$ cat config.mk
export PLATFORM = sky130hd
export DESIGN_NAME = bomb_round_ctrl
export DESIGN_NICKNAME = d
export VERILOG_FILES = /design/src/rtl/bomb_round_ctrl.sv
export SDC_FILE = /design/constraint.sdc
export NUM_CORES = 1
export LEC_CHECK = 0
export ABC_AREA = 1
export CAP_MARGIN = 10
export CELL_PAD_IN_SITES_DETAIL_PLACEMENT = 0
export CELL_PAD_IN_SITES_GLOBAL_PLACEMENT = 1
export CORE_ASPECT_RATIO = 1.1
export CORE_MARGIN = 3
export CORE_UTILIZATION = 40
export CTS_CLUSTER_DIAMETER = 150
export DETAILED_ROUTE_END_ITERATION = 10
export GPL_TIMING_DRIVEN = 0
export PLACE_DENSITY_LB_ADDON = 0.15
export SLEW_MARGIN = 25
export SYNTH_ARGS = -nofsm -noshare
export SYNTH_HDL_FRONTEND = slang
export SYNTH_SLANG_ARGS = --single-unit
$ cat constraint.sdc
create_clock -name i_Clk -period 3.45 [get_ports i_Clk]
set_clock_uncertainty 0.2 [all_clocks]
set_input_delay 0.5175 -clock i_Clk [delete_from_list [all_inputs] [get_ports i_Clk]]
set_output_delay 0.5175 -clock i_Clk [all_outputs]
set_load 0.02 [all_outputs]
$ cat src/rtl/bomb_round_ctrl.sv
// Round sequencer for the bomb game: picks LFSR-driven targets, scores hits, runs the game clock.
// Optional macro BOMB_MISS_PENALTY_EN: wrong presses and bomb timeouts each cost one point.
module bomb_round_ctrl #(
    parameter int P_CLK_PER_SEC = 50_000_000,
    parameter int P_GAME_SEC    = 30,
    parameter int P_BOMB_SEC    = 2
) (
    input  logic       i_Clk,
    input  logic       i_Rst,
    input  logic [2:0] i_State,
    input  logic [7:0] i_Push,
    output logic [7:0] o_Target,
    output logic [4:0] o_Score,
    output logic       o_Sec30Tick,
    output logic [4:0] o_RemainSec
);
    localparam int BOMB_CYC = P_BOMB_SEC * P_CLK_PER_SEC;
    localparam int BW       = $clog2(BOMB_CYC + 1);
    localparam int SW       = $clog2(P_CLK_PER_SEC + 1);
    localparam logic [BW-1:0] BOMB_LAST = BW'(BOMB_CYC - 1);
    localparam logic [SW-1:0] SEC_LAST  = SW'(P_CLK_PER_SEC - 1);
    localparam logic [4:0]    GAME_SEC  = 5'(P_GAME_SEC);

    typedef enum logic [2:0] {IDLE, ARM, WAIT_HIT, GAP, HOLD} state_t;

    state_t        state_q, state_d;
    logic [7:0]    lfsr_q, lfsr_d;
    logic [7:0]    target_q, target_d;
    logic [4:0]    score_q, score_d;
    logic          tick_q, tick_d;
    logic [4:0]    remain_q, remain_d;
    logic [2:0]    prev_idx_q, prev_idx_d;
    logic [BW-1:0] bomb_cnt_q, bomb_cnt_d;
    logic [SW-1:0] sec_cnt_q, sec_cnt_d;

    logic       go_idle, go_run, active, hit, loss, timeout, sec_wrap, expire;
    logic [2:0] arm_idx;

    always_comb begin
        go_idle  = (i_State == 3'b000);
        go_run   = (i_State == 3'b001);
        active   = (state_q == ARM) || (state_q == WAIT_HIT) || (state_q == GAP);
        hit      = (state_q == WAIT_HIT) && (i_Push == target_q);
        timeout  = (state_q == WAIT_HIT) && (bomb_cnt_q == BOMB_LAST);
        sec_wrap = active && go_run && (sec_cnt_q == SEC_LAST);
        expire   = sec_wrap && (remain_q == 5'd1);
        // Never light the same LED twice in a row.
        arm_idx  = (lfsr_q[2:0] == prev_idx_q) ? lfsr_q[2:0] + 3'd1 : lfsr_q[2:0];
`ifdef BOMB_MISS_PENALTY_EN
        loss     = (state_q == WAIT_HIT) && !hit && ((i_Push != 8'h00) || timeout);
`else
        loss     = 1'b0;
`endif
    end

    always_ff @(posedge i_Clk or posedge i_Rst) begin
        if (i_Rst) begin
            state_q    <= IDLE;
            lfsr_q     <= 8'hA5;
            target_q   <= '0;
            score_q    <= '0;
            tick_q     <= 1'b0;
            remain_q   <= GAME_SEC;
            prev_idx_q <= '0;
            bomb_cnt_q <= '0;
            sec_cnt_q  <= '0;
        end else begin
            state_q    <= state_d;
            lfsr_q     <= lfsr_d;
            target_q   <= target_d;
            score_q    <= score_d;
            tick_q     <= tick_d;
            remain_q   <= remain_d;
            prev_idx_q <= prev_idx_d;
            bomb_cnt_q <= bomb_cnt_d;
            sec_cnt_q  <= sec_cnt_d;
        end
    end

    // Game FSM state overrides the round flow; expiry parks the block in HOLD until idle.
    always_comb begin
        state_d = state_q;
        if (go_idle) begin
            state_d = IDLE;
        end else if (!go_run || expire) begin
            state_d = HOLD;
        end else begin
            case (state_q)
                IDLE:     state_d = ARM;
                ARM:      state_d = WAIT_HIT;
                WAIT_HIT: if (hit || timeout) state_d = GAP;
                GAP:      state_d = ARM;
                HOLD:     state_d = HOLD;
                default:  state_d = IDLE;
            endcase
        end
    end

    always_comb begin
        lfsr_d     = {lfsr_q[6:0], lfsr_q[7] ^ lfsr_q[5] ^ lfsr_q[4] ^ lfsr_q[3]};
        target_d   = target_q;
        score_d    = score_q;
        tick_d     = 1'b0;
        remain_d   = remain_q;
        prev_idx_d = prev_idx_q;
        bomb_cnt_d = bomb_cnt_q;
        sec_cnt_d  = sec_cnt_q;
        if (go_idle) begin
            target_d   = '0;
            score_d    = '0;
            remain_d   = GAME_SEC;
            prev_idx_d = '0;
            bomb_cnt_d = '0;
            sec_cnt_d  = '0;
        end else begin
            case (state_q)
                ARM: begin
                    target_d   = 8'd1 << arm_idx;
                    prev_idx_d = arm_idx;
                    bomb_cnt_d = '0;
                end
                WAIT_HIT: begin
                    bomb_cnt_d = bomb_cnt_q + 1'b1;
                    if (hit) begin
                        target_d = '0;
                        if (score_q != 5'd31) score_d = score_q + 5'd1;
                    end else begin
                        if (timeout) target_d = '0;
                        if (loss && (score_q != 5'd0)) score_d = score_q - 5'd1;
                    end
                end
                GAP:     target_d = '0;
                default: ;
            endcase
            if (active && go_run) begin
                sec_cnt_d = sec_wrap ? '0 : sec_cnt_q + 1'b1;
                if (sec_wrap) remain_d = remain_q - 5'd1;
                tick_d = expire;
            end
            if (state_d == HOLD) target_d = '0;
        end
    end

    assign o_Target    = target_q;
    assign o_Score     = score_q;
    assign o_Sec30Tick = tick_q;
    assign o_RemainSec = remain_q;
endmodule

==> flow_summary.toml, run 1 <==
[drt]
drt-pass1-iter-count = 5
drt-initial-drc-count = 297
drc = 0
wl_per_cell_microns = 14.1
routed_via_density = 5.05
vias = 4558
drt-total-wl_mm = 12.7
drtAntennaViolNets = 0

[logic_synthesis]
synthCells = 697
yosys_warnings = 0
ys_seq_area_frac = 0.411
synth_area_sq_mm = 0.00526
synth_cell_types = 45
ys_ff_latch = 86
avgSynthCellArea_sq_um = 7.54
async_flop_share = 1.00
synth_ff_type = "dfrtp_1"
synth.net_count = 717
synth_edf_count = 0

[die]
initial_core_util = 0.412
dieArea_sq_mm = 0.0146
fp.dieW_microns = 115
fp.dieH_microns = 126
core_area_sq_mm = 0.0128
rows = 43
ios = 32

[place]
portBuffers = 31
place_hpwl_mm = 9.46
place_inst = 886
dpl_worst_slack_ns = 1.01
gp_congestion = 0.846

[sta]
setup_ws_ns = 1.19
hold_viol_final = 0
post-route-min-period_ns = 2.26
finalSetupViolations = 0
final.period_utilization = 0.656
slew_headroom = 0.532
rsz0062_at_grt = "no"
max_slew.worst_pin.slew_ns = 0.697
max_freq_mhz = 442
finalSetupTns_ns = 0
drv_slew = 0

[clock_tree]
cts_resized = 0
cts.sinks = 86
clkLatencyLatePin_ns = 0.36
hold_buffers = 0
cts_tree = "yes"
cts_setup_buffers = 0
cts_buffer_depth = 2
numCtsBuffers = 9
clkTransAtPathRegs_ns = 0.07
htree_levels = 3
clock-root-buffer = "clkbuf_16"

[worst_setup_path]
path_max_fanout = 8
cp-start-kind = "flop"
worstPathRequired_ns = 3.49
crit_path_end_kind = "flop"
critPathArrivalTime_ns = 2.30
r2r.worst_path.cells = 12
critical_path_class = "reg -> reg"

[cells_and_area]
syn2layout_area_growth_pct = 16.0
antenna_cells = 0
layout.cells.non_filler = 902
drive_gt1_frac = 0.130
final_nets = 760

[global_routing]
antenna_found_initial = 0
grt_start_max_net_pins = 73
grt_pass1_wl_mm = 21.8
grt_usage = 0.188
grt-ovfl-total = 0
grt_pass1_vias = 4492

[hold_path]
hold_depth = 0
hp-class = "reg -> reg"

[pwr]
leakagePower_nw = 2.80
max-vdd-ir-drop_v = 0.000166
power_mw = 2.31
p_per_area_mw_per_mm2 = 380

[outcome]
status = "finished clean"

[job]
maxCapViolCount = 0
[Yosys cell counts (2+ instances only)]
master | instances | area share
nand2_4 | 3 | 0.0064
nand3_2 | 8 | 0.015
nor3b_1 | 3 | 0.0043
nand2_2 | 7 | 0.0083
nand2_1 | 173 | 0.12
nor2_4 | 7 | 0.015
dfrtp_1 | 78 | 0.37
nor2_2 | 14 | 0.017
nor2_8 | 2 | 0.0076
buf_4 | 3 | 0.0043
inv_2 | 12 | 0.0086
nor3_2 | 2 | 0.0038
a21oi_1 | 15 | 0.014
nor2_1 | 81 | 0.058
o21ai_1 | 15 | 0.014
buf_2 | 3 | 0.0029
o21ai_0 | 30 | 0.029
inv_1 | 90 | 0.064
nor3_1 | 13 | 0.012
o22ai_1 | 6 | 0.0071
a21o_1 | 2 | 0.0029
xnor2_1 | 3 | 0.0050
dfstp_2 | 8 | 0.040
ha_1 | 7 | 0.017
nand4_1 | 32 | 0.038
nand3_1 | 47 | 0.045
xor2_1 | 15 | 0.025
[flip-flops by register name (all words and copies together) (netlist names), 3 cells and up]
| name | count |
|---|---|
| o_Target | 8 |
| state_q | 3 |
| o_RemainSec | 5 |
| sec_cnt_q | 26 |
| prev_idx_q | 3 |
| bomb_cnt_q | 27 |
| lfsr_q | 8 |
| o_Score | 5 |
[per-layer routing]
layer / global-route usage / vias to the layer above / share of wire
met5: 0 / - / 0
met4: 0.0691 / 0 / 0.018
met3: 0.0394 / 16 / 0.026
met2: 0.299 / 47 / 0.47
met1: 0.253 / 2164 / 0.49
li1: - / 2331 / -
[metrics by stage]
stage	utilization	hold slack (ns)	cell area, sq um
5_1_grt	0.478	0.164	6100
6_report	0.478	0.156	6100
3_5_place_dp	0.454	0.138	5790
3_3_place_gp	0.452	0.145	5760
4_1_cts	0.478	0.162	6100
2_1_floorplan	-	0.133	5260
[path summary, 6_finish.rpt]
| kind | from | end | slack (ns) |
|---|---|---|---|
| worst max-delay path | bomb_cnt_q[0]$_DFFE_PP0P_ | o_Target[5]$_DFFE_PP0P_ | 1.19 |
| worst min-delay path | lfsr_q[6]$_DFF_PP0_ | lfsr_q[7]$_DFF_PP1_ | 0.16 |
| worst max register to register | bomb_cnt_q[0]$_DFFE_PP0P_ | o_Target[5]$_DFFE_PP0P_ | 1.19 |
| worst min register to register | lfsr_q[6]$_DFF_PP0_ | lfsr_q[7]$_DFF_PP1_ | 0.16 |
| max in group asynchronous | i_Rst | lfsr_q[7]$_DFF_PP1_ | 2.17 |
| min in group asynchronous | i_Rst | sec_cnt_q[11]$_DFFE_PP0P_ | 0.25 |
[cells by family after synthesis]
| group | synth area share |
|---|---|
| compound gates | 0.0840 |
| xor+xnor | 0.0383 |
| fa+ha+maj | 0.0167 |
| buf+inv | 0.0838 |
| flops | 0.411 |
| simple gates | 0.366 |
[cells in the final DEF, fill, tap and decap left out, drive strengths merged, types with 12 or more instances in the layout]
master         count
nor2             104
xor2              15
a21oi             16
nand4             32
dfrtp             78
inv              102
clkbuf            12
nand3             56
o21ai             45
nand2            184
nor3              16
clkdlybuf4s50     31
[power by group]
group          internal [mW]  switching [mW]
combinational         0.0976           0.154
clock                  0.582           0.431
sequential              1.03          0.0230
[area by class of cell]
type,instances,area (sq um)
inverter,103,393
sequential,86,2160
buffer,8,52.6
clock buffer,11,243
timing repair buffer,32,338
tap,157,196
clock inverter,5,58.8
fill,1290,6660
multi-input combinational,500,2650
[worst max-delay path: stages (launching register included)]
cell,delay [ns]
dfrtp_1,0.48
ha_1,0.29
nand3_1,0.15
inv_1,0.18
nand2_2,0.12
clkinv_2,0.11
nand3_2,0.10
nand2_2,0.13
nor2_4,0.06
nor2_8,0.12
nand2_1,0.10
nand2_1,0.07
nor2_1,0.04
Power figures use the tool's default switching activity.
==> inputs of run 2 (changes only) <==
Clock period 3.45 ns to 2.35 ns, I/O delays scaled along.
==> flow_summary.toml, run 2 (same netlist as run 1, synthesis figures left out) <==
[global_routing]
antenna_found_initial = 0
grt_usage = 0.187
grt_pass1_wl_mm = 21.9
grt_pass1_vias = 4565
grt_start_max_net_pins = 29
grt-ovfl-total = 0

[worst_setup_path]
slowest_stage = "dfrtp_2"
crit_chain = "ha_2 > nand3_1 > inv_1 > nand2_2 > clkinv_2 > nand3_2 > nand2_2 > o21bai_4 > nand2_1 > nand2_1 > nor2_1"
critical_path_class = "reg -> reg"
rrSetupSlack_ns = 0.16
path_depth = 11
crit_path_end_kind = "flop"
r2r.worst_path.cells = 11
timing.rr.end = "o_Target[5]$_DFFE_PP0P_"
worstPathRequired_ns = 2.37
crit_start = "bomb_cnt_q[0]$_DFFE_PP0P_"
r2r-start = "bomb_cnt_q[0]$_DFFE_PP0P_"
slowest_delay_ns = 0.45
crit_path_end = "o_Target[5]$_DFFE_PP0P_"
critPathArrivalTime_ns = 2.22
cp-start-kind = "flop"
critical_path.top_delay_family = "simple AND/OR/NAND/NOR gates"
cp_num_buf_inv = 2
path_max_fanout = 8

[sta]
slew_headroom = 0.522
drv_slew = 0
max_freq_mhz = 457
max_slew.worst_pin.slew_ns = 0.711
rsz0062_at_grt = "no"
hold_ws_ns = 0.0658
final.period_utilization = 0.932
post-route-min-period_ns = 2.19
hold_viol_final = 0
finalSetupTns_ns = 0
finalSetupViolations = 0

[clock_tree]
hold_buffers = 0
cts.sinks = 86
cts_buffer_depth = 2
cts_tree = "yes"
clock-root-buffer = "clkbuf_16"
clkTransAtPathRegs_ns = 0.07
cts_setup_buffers = 0
numCtsBuffers = 9
cts_resized = 0
htree_levels = 3
clkLatencyLatePin_ns = 0.34

[place]
gp_congestion = 0.854
place_hpwl_mm = 9.71
portBuffers = 31

[outcome]
status = "finished clean"

[pwr]
clkPwrFrac = 0.433
internal-power_mw = 2.51
p_per_area_mw_per_mm2 = 552
sw_frac_of_total = 0.258
comb_power_share = 0.111
pwr-share-seq = 0.456
switchingPower_uw = 873
max-vdd-ir-drop_v = 0.000273
leakagePower_nw = 2.80

[cells_and_area]
final_nets = 762
reg_top3 = "bomb_cnt_q: 27 flops, sec_cnt_q: 26 flops"
largest-register = "bomb_cnt_q"
antenna_cells = 0
drive_gt1_frac = 0.135
largest_reg_flops = 27
final_cell_mix = "173 x nand2_1, 89 x inv_1, 81 x nor2_1"
layout_commonest_cell = "nand2_1"
syn2layout_area_growth_pct = 16.7

[drt]
wl_per_cell_microns = 14.1
routed_via_density = 5.06
drtAntennaViolNets = 0
drt-total-wl_mm = 12.7
drc = 0
drt-pass1-iter-count = 5
vias = 4577
drt-initial-drc-count = 274

[die]
fp.dieW_microns = 115
dieArea_sq_mm = 0.0146
fp.dieH_microns = 126
core_area_sq_mm = 0.0128
initial_core_util = 0.412
rows = 43
ios = 32

[hold_path]
hp-class = "in -> async"

[job]
maxCapViolCount = 0
==> run 2: worst min-delay path by stage <==
stage,startpoint,to,slack (ns),cells after the start
2_1_floorplan,lfsr_q[6]$_DFF_PP0_,lfsr_q[7]$_DFF_PP1_,0.13,0
5_1_grt,i_Rst,lfsr_q[6]$_DFF_PP0_,0.09,2
6_report,i_Rst,lfsr_q[6]$_DFF_PP0_,0.07,2
3_3_place_gp,lfsr_q[6]$_DFF_PP0_,lfsr_q[7]$_DFF_PP1_,0.15,0
3_5_place_dp,lfsr_q[6]$_DFF_PP0_,lfsr_q[7]$_DFF_PP1_,0.16,0
4_1_cts,i_Rst,lfsr_q[6]$_DFF_PP0_,0.06,2
==> run 2: power by group through the flow <==
| stage | Combinational [mW] | Clock (mW) | Sequential (mW) |
|---|---|---|---|
| floorplan | 0.259 | 0 | 1.57 |
| global placement | 0.364 | 0 | 1.57 |
| detailed placement | 0.382 | 0 | 1.57 |
| CTS | 0.383 | 1.51 | 1.54 |
| global route | 0.428 | 1.58 | 1.54 |
| finish | 0.377 | 1.46 | 1.54 |
==> run 2: area by class of cell <==
cell class	instances	area, sq um
clock inverters	5	58.8
multi-input cells	500	2660
plain buffers	8	52.6
well taps	157	196
fillers	1263	6620
flip-flops and latches	86	2160
clock buffers	11	243
repair buffers	34	370
inverters	103	392
==> run 2: metrics by stage <==
| stage | setup WS [ns] | cells | util | instance area, sq um | power (mW) |
|---|---|---|---|---|---|
| after global routing | 0.0245 | 904 | 0.481 | 6130 | 3.55 |
| after floorplan | 0.543 | 697 | - | 5260 | 1.83 |
| after CTS | 0.106 | 904 | 0.481 | 6130 | 3.43 |
| final | 0.160 | 904 | 0.481 | 6130 | 3.38 |
| after global placement | -0.261 | 885 | 0.452 | 5770 | 1.93 |
| after detailed placement | 0.101 | 888 | 0.457 | 5830 | 1.95 |
==> run 2: worst register-to-register path: stages (launching register included) <==
cell and delay, ns:
dfrtp_2 0.45, ha_2 0.23, nand3_1 0.13, inv_1 0.14, nand2_2 0.14, clkinv_2 0.12, nand3_2 0.12, nand2_2 0.09
o21bai_4 0.25, nand2_1 0.08, nand2_1 0.08, nor2_1 0.04
==> run 2: metal layers <==
metal	wire, microns	vias up	track usage	part of all wire
met5	0	-	0	0
met2	6100	67	0.305	0.48
met1	5960	2153	0.249	0.47
li1	-	2340	-	-
met4	247	0	0.0663	0.019
met3	436	17	0.0293	0.034
==> inputs of run 3 (changes only) <==
Settings changed: CORE_UTILIZATION 40 to 25.
==> flow_summary.toml, run 3 (same netlist as run 1, synthesis figures left out) <==
[outcome]
status = "finished clean"

[clock_tree]
cts_resized = 0
clkTransAtPathRegs_ns = 0.07
cts.sinks = 86
numCtsBuffers = 9
cts_setup_buffers = 0
htree_levels = 3
clock-root-buffer = "clkbuf_16"
clkLatencyLatePin_ns = 0.35
hold_buffers = 0
cts_buffer_depth = 2
cts_tree = "yes"

[pwr]
leakagePower_nw = 2.83
max-vdd-ir-drop_v = 0.000330
p_per_area_mw_per_mm2 = 553

[drt]
dr.max_layer_used = "met4"
drt-initial-drc-count = 196
drt-pass1-iter-count = 4
vias = 4522
wl_met3_microns = 318
wl_per_cell_microns = 13.9
routed_via_density = 4.51
drtAntennaViolNets = 0
met1_length_mm = 6.77
drc = 0
met2_length_mm = 6.55
drt-total-wl_mm = 13.9

[cells_and_area]
final_nets = 762
antenna_cells = 0
largest-register = "bomb_cnt_q"
largest_reg_flops = 27
syn2layout_area_growth_pct = 19.5
fillers = 2232
drive_gt1_frac = 0.138
layout.cells.non_filler = 1003
layout_commonest_cell = "nand2_1"
regArea_sq_mm = 0.00216
multiInputGateArea_sq_mm = 0.00267
final_cell_mix = "173 x nand2_1, 88 x inv_1, 81 x nor2_1"
reg_top3 = "bomb_cnt_q: 27 flops, sec_cnt_q: 26 flops"
finish.utilization = 0.304

[global_routing]
grt-ovfl-total = 0
antenna_found_initial = 0
grt_usage = 0.129
grt_pass1_wl_mm = 22.9
grt_pass1_vias = 4454
grt_start_max_net_pins = 29

[die]
ios = 32
fp.dieH_microns = 158
dieArea_sq_mm = 0.0228
core_area_sq_mm = 0.0206
initial_core_util = 0.255
rows = 55
fp.dieW_microns = 144

[worst_setup_path]
critPathArrivalTime_ns = 2.23
crit_path_end_kind = "flop"
path_max_fanout = 8
cp-start-kind = "flop"
critical_path_class = "reg -> reg"
worstPathRequired_ns = 2.39

[sta]
slew_headroom = 0.648
drv_slew = 0
finalSetupViolations = 0
final.period_utilization = 0.932
hold_viol_final = 0
rsz0062_at_grt = "no"
max_freq_mhz = 457
post-route-min-period_ns = 2.19
max_slew.worst_pin.slew_ns = 0.528

[place]
portBuffers = 31
place_inst = 987
place_hpwl_mm = 10.7
gp_congestion = 0.795

[hold_path]
hp-class = "in -> async"

[job]
maxCapViolCount = 0
run 3: cell types whose count changed in the layout (fill, tap and decap cells not counted), sizes merged:
| cell | change |
|---|---|
| inv | +5 |
| clkbuf | -2 |
| clkinv | -2 |
| clkinvlp | -1 |
run 3: per-layer routing:
layer	track usage	up-vias
li1	-	2341
met1	0.173	2101
met2	0.209	61
met3	0.0181	19
met4	0.0524	0
met5	0	-
run 3: layout make-up:
cell class                      count  share of cell area
Buffer                              8             0.00837
Clock buffer                        9              0.0359
Clock inverter                      7              0.0137
Inverter                          103              0.0624
Multi-Input combinational cell    500               0.424
Sequential cell                    86               0.344
Tap cell                          256              0.0510
Timing Repair Buffer               34              0.0602
run 3: worst max-delay path, stage by stage, from the launching register on:
cell      delay, ns
dfrtp_1        0.45
ha_2           0.25
nand3_1        0.15
inv_2          0.10
nand2_4        0.10
clkinv_2       0.12
nand3_2        0.12
nand2_2        0.10
o21bai_4       0.28
nand2_1        0.09
nand2_1        0.08
nor2_1         0.04
run 3: power by group:
| part | internal, mW | total [mW] | switching, mW |
|---|---|---|---|
| logic | 0.150 | 0.383 | 0.233 |
| registers | 1.51 | 1.54 | 0.0370 |
| clock network | 0.852 | 1.55 | 0.696 |
| total | 2.51 | 3.47 | 0.966 |
run 3: path summary, 6_finish.rpt:
kind / slack [ns] / depth (start not counted) / endpoint / start
worst min register to register: 0.16 / 0 / lfsr_q[7]$_DFF_PP1_ / lfsr_q[6]$_DFF_PP0_
min in group i_Clk: 0.16 / 0 / lfsr_q[7]$_DFF_PP1_ / lfsr_q[6]$_DFF_PP0_
worst max-delay path: 0.16 / 11 / o_Target[6]$_DFFE_PP0P_ / bomb_cnt_q[0]$_DFFE_PP0P_
worst max register to register: 0.16 / 11 / o_Target[6]$_DFFE_PP0P_ / bomb_cnt_q[0]$_DFFE_PP0P_
max in group asynchronous: 1.07 / 4 / o_RemainSec[2]$_DFFE_PP1P_ / i_Rst
worst min-delay path: 0.16 / 2 / sec_cnt_q[19]$_DFFE_PP0P_ / i_Rst
run 3: stage by stage:
stage          area (sq um)  hold WS (ns)  power [mW]  setup TNS (ns)  worst slack [ns]
2_1_floorplan          5260         0.133        1.83               0             0.543
3_3_place_gp           5890         0.141        1.95          -28.81            -0.377
3_5_place_dp           5960         0.146        1.96               0            0.0191
4_1_cts                6270         0.151        3.56               0            0.0112
5_1_grt                6280         0.178        3.65               0           0.00648
6_report               6280         0.159        3.47               0             0.161
